==> src/rtl/prog_table_fsm_if.sv <==
// Bus bundle for the table-driven sequencer: step control, status and table-write port.
// There is no handshake: en and cfg_we are single-cycle qualifiers sampled on each rising clk edge.
interface prog_table_fsm_if #(
   parameter int SW = 3,
   parameter int IW = 1,
   parameter int OW = 3,
   parameter int CW = 8
);
   logic             en;
   logic [IW-1:0]    in;
   logic [OW-1:0]    out;
   logic [SW-1:0]    state;
   logic             err;
   logic             clr_err;
   logic             cfg_we;
   logic [SW+IW-1:0] cfg_addr;
   logic [SW-1:0]    cfg_next;
   logic [OW-1:0]    cfg_out;
   logic             cfg_valid;
   logic [CW-1:0]    trans_cnt;

   modport master (
      output en, in, clr_err, cfg_we, cfg_addr, cfg_next, cfg_out, cfg_valid,
      input  out, state, err, trans_cnt
   );

   modport slave (
      input  en, in, clr_err, cfg_we, cfg_addr, cfg_next, cfg_out, cfg_valid,
      output out, state, err, trans_cnt
   );
endinterface

==> src/rtl/prog_table_fsm.sv <==
// Run-time-programmable sequencer: the current state is looked up with the condition
// input in a writable table of {valid, next, out}.
module prog_table_fsm #(
   parameter int          SW          = 3,
   parameter int          IW          = 1,
   parameter int          OW          = 3,
   parameter int          CW          = 8,
   parameter logic [SW-1:0] RESET_STATE = '0,
   parameter logic [OW-1:0] DEFAULT_OUT = '0,
   parameter bit          REG_OUT     = 1'b0
) (
   input logic              clk,
   input logic              reset,
   prog_table_fsm_if.slave  bus
);
   localparam int AW = SW + IW;
   localparam int N  = 1 << AW;

   logic [N-1:0]  valid_q;
   logic [SW-1:0] next_mem [N];
   logic [OW-1:0] outv_mem [N];

   logic [SW-1:0] state_q;
   logic          err_q;
   logic [CW-1:0] cnt_q;
   logic [OW-1:0] out_q;

   logic [AW-1:0] addr;
   logic          e_valid;
   logic [SW-1:0] e_next;
   logic [OW-1:0] out_comb;

   always_comb begin
      addr     = {bus.in, state_q};
      e_valid  = valid_q[addr];
      e_next   = next_mem[addr];
      out_comb = e_valid ? outv_mem[addr] : DEFAULT_OUT;
   end

   // Only the valid bits are reset; payload fields keep stale content until rewritten.
   always_ff @(posedge clk) begin
      if (bus.cfg_we) begin
         next_mem[bus.cfg_addr] <= bus.cfg_next;
         outv_mem[bus.cfg_addr] <= bus.cfg_out;
      end
   end

   always_ff @(posedge clk or negedge reset) begin
      if (!reset) begin
         state_q <= RESET_STATE;
         err_q   <= 1'b0;
         cnt_q   <= '0;
         valid_q <= '0;
         out_q   <= DEFAULT_OUT;
      end else begin
         out_q <= out_comb;
         if (bus.cfg_we)
            valid_q[bus.cfg_addr] <= bus.cfg_valid;
         // The step reads the pre-edge entry, so a same-cycle write only affects later steps.
         if (bus.en) begin
            if (e_valid) begin
               state_q <= e_next;
               if (e_next != state_q)
                  cnt_q <= cnt_q + CW'(1);
            end else begin
               state_q <= RESET_STATE;
            end
         end
         if (bus.en && !e_valid)
            err_q <= 1'b1;
         else if (bus.clr_err)
            err_q <= 1'b0;
      end
   end

   assign bus.out       = REG_OUT ? out_q : out_comb;
   assign bus.state     = state_q;
   assign bus.err       = err_q;
   assign bus.trans_cnt = cnt_q;
endmodule

==> src/flat_wrapper.sv <==
// flat-port wrapper written by rule: the top's interface ports become plain ports
module prog_table_fsm_flat 
#(
   parameter int          SW          = 3,
   parameter int          IW          = 1,
   parameter int          OW          = 3,
   parameter int          CW          = 8,
   parameter logic [SW-1:0] RESET_STATE = '0,
   parameter logic [OW-1:0] DEFAULT_OUT = '0,
   parameter bit          REG_OUT     = 1'b0
)
  (clk, reset, bus_en, bus_in, bus_clr_err, bus_cfg_we, bus_cfg_addr, bus_cfg_next, bus_cfg_out, bus_cfg_valid, bus_out, bus_state, bus_err, bus_trans_cnt);
  prog_table_fsm_if #(.SW(SW), .IW(IW), .OW(OW), .CW(CW)) bus_i ();
  input logic clk;
  input logic reset;
  input wire logic [$bits(bus_i.en)-1:0] bus_en;
  input wire logic [$bits(bus_i.in)-1:0] bus_in;
  input wire logic [$bits(bus_i.clr_err)-1:0] bus_clr_err;
  input wire logic [$bits(bus_i.cfg_we)-1:0] bus_cfg_we;
  input wire logic [$bits(bus_i.cfg_addr)-1:0] bus_cfg_addr;
  input wire logic [$bits(bus_i.cfg_next)-1:0] bus_cfg_next;
  input wire logic [$bits(bus_i.cfg_out)-1:0] bus_cfg_out;
  input wire logic [$bits(bus_i.cfg_valid)-1:0] bus_cfg_valid;
  output wire logic [$bits(bus_i.out)-1:0] bus_out;
  output wire logic [$bits(bus_i.state)-1:0] bus_state;
  output wire logic [$bits(bus_i.err)-1:0] bus_err;
  output wire logic [$bits(bus_i.trans_cnt)-1:0] bus_trans_cnt;
  assign bus_i.en = bus_en;
  assign bus_i.in = bus_in;
  assign bus_i.clr_err = bus_clr_err;
  assign bus_i.cfg_we = bus_cfg_we;
  assign bus_i.cfg_addr = bus_cfg_addr;
  assign bus_i.cfg_next = bus_cfg_next;
  assign bus_i.cfg_out = bus_cfg_out;
  assign bus_i.cfg_valid = bus_cfg_valid;
  assign bus_out = bus_i.out;
  assign bus_state = bus_i.state;
  assign bus_err = bus_i.err;
  assign bus_trans_cnt = bus_i.trans_cnt;
  prog_table_fsm #(.SW(SW), .IW(IW), .OW(OW), .CW(CW), .RESET_STATE(RESET_STATE), .DEFAULT_OUT(DEFAULT_OUT), .REG_OUT(REG_OUT)) u_core (.clk(clk), .reset(reset), .bus(bus_i));
endmodule
==> config.mk <==
export PLATFORM = sky130hd
export DESIGN_NAME = prog_table_fsm_flat
export DESIGN_NICKNAME = d
export VERILOG_FILES = /design/src/rtl/prog_table_fsm_if.sv /design/src/rtl/prog_table_fsm.sv /design/src/flat_wrapper.sv
export SDC_FILE = /design/constraint.sdc
export NUM_CORES = 1
export LEC_CHECK = 0
export CAP_MARGIN = 25
export CORE_MARGIN = 4
export CORE_UTILIZATION = 58
export CTS_BUF_LIST = sky130_fd_sc_hd__clkbuf_8
export CTS_CLUSTER_SIZE = 14
export DETAILED_ROUTE_END_ITERATION = 8
export PLACE_DENSITY = 0.81
export SETUP_SLACK_MARGIN = 0.05
export SLEW_MARGIN = 20
export SYNTH_ARGS = -nofsm -noshare
export SYNTH_HDL_FRONTEND = slang
export SYNTH_SLANG_ARGS = --single-unit
==> constraint.sdc <==
create_clock -name clk -period 5.41 [get_ports clk]
set_input_delay 1.082 -clock clk [delete_from_list [all_inputs] [get_ports clk]]
set_output_delay 1.082 -clock clk [all_outputs]
set_load 0.03 [all_outputs]
# After elaboration in Yosys (flattened, before gate mapping)
# Memory sizes are Yosys's and may differ from the RTL's.
# Cells that the tools add are included.
# op_classes
n_div	0
n_shift	0
n_addsub	1
bitwise	0
n_mux	11
n_eq_ne	1
order_cmp	3
n_mul	0
reduce_logical	5
# op_table
operator	n
$bwmux 16	1
$lt 4x5->1 const B	2
$add 8x1->8 const B	1
$mux 1	6
$mux 3	2
$bmux 1 s4	1
$demux 1 s4	1
$ge 4x1->1 const B	1
$ne 3x3->1	1
$reduce_and 3->1	1
$logic_and 1x1->1	2
$reduce_bool 2->1	1
$logic_not 1->1	1
# word_totals
rom_bits	0
latch_bits	0
input_bits	17
word_cells	27
ram_bits	96
out_inout_bits	15
register_bits	28
mem_count	2
# memory_table
name	words	width	read_ports	rd_clocked_by_memory_dff	wr	line_no	source
u_core.next_mem	16	3	1	0	1	prog_table_fsm.sv:20	logic [SW-1:0] next_mem [N];
u_core.outv_mem	16	3	1	0	1	prog_table_fsm.sv:21	logic [OW-1:0] outv_mem [N];

# Longest topological paths before layout
# logic_depth
ltp_word	5
depth_mapped	8
mapped_depth_nobuf	6

# Worst setup path before layout
# OpenSTA, ideal clock, no wires.
# synth_timing
path_type	register to output
startpoint	register u_core.state_q[0] (netlist: u_core.bus.state[0])
endpoint	output bus_out[0]
arrival_ns	2.347
n_path_buf	3
setup_slack_ns	1.981
required_ns	4.328
path_stages_with_launch	7
cell_sequence	dfrtp_1 -> buf_4 -> buf_6 -> buf_2 -> mux4_2 -> mux4_2 -> nor2b_1
# synth_via
elab_chain_len	3
word_cells_on_any_way	4
classes_between	mux (3); memory (1)
# synth_rtl
element	line_no	source
from (decl)	prog_table_fsm.sv:23	logic [SW-1:0] state_q;
from (signal assigned)	prog_table_fsm.sv:62	state_q <= e_next;
$bmux 1 s4	prog_table_fsm.sv:35	e_valid = valid_q[addr];
$mux 1 (implied by the code)	prog_table_fsm.sv:35	
$mux 3 (*)	prog_table_fsm.sv:37	out_comb = e_valid ? outv_mem[addr] : DEFAULT_OUT;
to (decl)	flat_wrapper.sv:24	output wire logic [$bits(bus_i.out)-1:0] bus_out;
# Mark *: on every way between the ends. The rest lies on a longest branch, timed or not. The select of a mux whose other input is x is not followed.

# Worst setup path after layout
# layout_timing
startpoint	input bus_in
endpoint	output bus_out[2]
# layout_via
elab_chain_len	3
word_cells_on_any_way	4
classes_between	mux (3); memory (1)
# layout_rtl
element	line_no	source
from (decl)	flat_wrapper.sv:17	input wire logic [$bits(bus_i.in)-1:0] bus_in;
$bmux 1 s4	prog_table_fsm.sv:35	
$mux 1 (implied by the code)	prog_table_fsm.sv:35	
$mux 3 (*)	prog_table_fsm.sv:37	
# Marks and branches as above.

==> impl_metrics.json <==
{
  "insertion_delay_ps": 420,
  "power_leakage_nw": 2.053,
  "cp-start-kind": "input port",
  "hold_class": "reg2reg",
  "via_count": 2731,
  "ctsHoldBuffers": 0,
  "top_layer_used": "met4",
  "seq_area_frac_synth_pct": 69.75,
  "crit_chain": "clkdlybuf4s50_1 > mux2i_1 > mux2_2 > nor2b_1 > clkdlybuf4s50_1",
  "yosysWarnings": 0,
  "min_from": "u_core.bus.trans_cnt[7]",
  "r2r_setup_slack_ps": 2530,
  "synthesis.area_um2": 5137,
  "worst_pin_slew_ps": 1015,
  "synth_top_area_share_pct": 56.11,
  "power_mw": 2.633,
  "max_freq_mhz": 226.6,
  "holdPathEnd": "u_core.bus.trans_cnt[7]",
  "crit_type": "in2out",
  "r2r_cells": 7,
  "cts_buffer_depth": 2,
  "r2r-start": "u_core.bus.state[2]",
  "grt_max_degree": 29,
  "start_util_pct": 59.20,
  "drt-initial-drc-count": 225,
  "fin_setup_tns_ps": 0,
  "fin_nets": 338,
  "critPathMaxStageDelay_ps": 830,
  "met3_wirelength_um": 795,
  "grt_setup_unrepaired": "false",
  "synth_area_per_cell_um2": 18.61,
  "vias_per_cell": 6.193,
  "dpl_cell_area_um2": 5557,
  "clock_sinks": 124,
  "die_area_um2": 10430,
  "fin_skew_ps": 8.289,
  "crit_path_frequent_cell": "clkdlybuf4s50_1",
  "cp_slowest_cell": "clkdlybuf4s50_1",
  "final_layout_size_suffix_gt1_share_pct": 26.73,
  "synth_area_leaders": "edfxtp_1 56%, dfrtp_1 14%, mux4_2 11%",
  "timing.final.crit_share_pct": 81.59,
  "finalHoldViolCount": 0,
  "whs_path_depth": 1,
  "portBuffers": 31,
  "die_h_um": 102.1,
  "htreeDepth": 4,
  "cts_resized": 0,
  "grt_usage_pct": 21.27,
  "die-width_um": 102.1,
  "finalWirelength_mm": 10.18,
  "drc_errors": 0,
  "end_kind": "output pin",
  "io_pins": 32,
  "irDropWorstVdd_v": 0.0001865,
  "clkTransAtPathRegs_ps": 70,
  "slew-limit-headroom_pct": 32.10,
  "antenna_cells": 0,
  "wl_met1_mm": 4.162,
  "core-area_um2": 8678,
  "wl_per_cell_um": 23.07,
  "synth_edf_count": 96,
  "antenna_left": 0,
  "setup_violations": 0,
  "required_ps": 4330,
  "dpl.hpwl_mm": 6.601,
  "yosysTopAreaCell": "edfxtp_1",
  "fin_crit_ps": 4414,
  "critical_path_arrival_ps": 3330,
  "outcome": "finished clean",
  "slew_violations": 0,
  "grt-ovfl-total": 0,
  "fin_area_um2": 5889,
  "grt_pass1_vias": 2738,
  "ys.flop_type": "edfxtp_1",
  "cts_inserted_buffers": 17,
  "cts_tree": "built",
  "cap_violations": 0,
  "powerDensity_nw_per_um2": 447.0,
  "gp_congestion": 0.7907,
  "r2r-end": "u_core.bus.trans_cnt[1]",
  "ys_types": 39,
  "grt_first_pass_wirelength_mm": 15.42,
  "crit_path_max_fanout": 11,
  "cts_setup_buffers": 0,
  "synth_seq_cells": 124,
  "syn_to_final_growth_pct": 14.64,
  "ys_async_sr_fraction_pct": 22.58,
  "syn_inst": 276,
  "dr_wl_met2_mm": 5.144,
  "dr.pass1.iters": 5,
  "cts_root_buf": "clkbuf_8",
  "antenna_found_initial": 0,
  "synth_fp_nets": 294,
  "rows": 34
}
flip-flops by register name (all words and copies together) (netlist names):
signal / flops
u_core.bus.state: 3
u_core.bus.trans_cnt: 8
u_core.valid_q: 16
u_core.next_mem: 48
u_core.outv_mem: 48
u_core.bus.err: 1
power by group:
| part | total [mW] | switching, mW | leakage [nW] | internal [mW] |
|---|---|---|---|---|
| sequential | 1.19 | 0.0876 | 1.21 | 1.10 |
| combinational | 0.771 | 0.385 | 0.644 | 0.386 |
| clock | 0.670 | 0.328 | 0.197 | 0.341 |
| total | 2.63 | 0.801 | 2.05 | 1.83 |
synthesized netlist by cell type (2+ instances only):
library cell and number:
inv_1 5, xnor2_1 2, o31ai_1 2, mux4_2 26, clkbuf_1 3, and3_1 2, nand3_1 4, nor3_1 6
buf_2 5, mux2_2 19, dfrtp_1 28, nor4_1 4, buf_6 4, nor2_1 16, nor2b_1 4, o22a_1 2
nand3b_1 2, mux2i_1 8, o21ai_0 3, nand2_1 7, o22ai_1 2, mux4_1 2, edfxtp_1 96, xor2_1 5
nand2b_1 5
cells in the final DEF, fill, tap and decap left out, types with 8 or more instances in the layout:
cell type	count
clkbuf_8	20
nor2_1	16
mux2_2	19
clkdlybuf4s50_1	31
mux2i_1	8
inv_1	9
edfxtp_1	96
mux4_2	26
dfrtp_1	28
cells by family (layout without fill, tap and decap cells):
kind of cell | count (synthesis) | count (layout) | share of synthesized area (%)
DFF | 124 | 124 | 69.75
AOI/OAI and AO/OA | 14 | 14 | 2.192
and+or+nand+nor | 55 | 55 | 5.650
xor gates and xnor gates | 7 | 7 | 1.193
muxes | 57 | 57 | 18.87
adders and majority gates | 1 | 1 | 0.2435
buffers and inverters | 18 | 75 | 2.094
area by class of cell:
class,instances,area (um^2)
Multi-Input combinational cell,134,1456
Fill cell,574,2789
Sequential cell,124,3583
Clock buffer,20,275.3
Clock inverter,12,57.56
Tap cell,108,135.1
Inverter,5,18.77
Timing Repair Buffer,38,362.8
metrics by stage:
step	setup WS, ps	std cells	hold slack [ps]	utilization, %
after CTS	973.5	441	470.5	67.86
after global routing	898.2	441	515.2	67.86
after global placement	1058	409	458.1	64.03
final	996.2	441	466.4	67.86
after floorplan	1982	276	475.2	-
after detailed placement	988.8	409	458.7	64.03
how the worst max path moves through the flow:
stage                             start         end  slack [ps]  cells after the start
floorplan           u_core.bus.state[0]  bus_out[0]        1980                      6
global placement                 bus_in  bus_out[2]        1060                      5
detailed placement               bus_in  bus_out[2]         990                      5
CTS                              bus_in  bus_out[2]         970                      5
global route                     bus_in  bus_out[2]         900                      5
finish                           bus_in  bus_out[2]        1000                      5
per-layer routing:
metal	global-route usage, %	vias to the layer above
met2	33.93	132
met1	29.04	1402
met5	0	-
met4	6.054	0
met3	6.212	7
li1	-	1190
worst max-delay path, delay by kind of cell:
family | cells | cell delay (ps)
buf+inv | 2 | 1510
mux | 2 | 580
simple gates | 1 | 160
No activity file was read; power rests on OpenSTA's default activity.
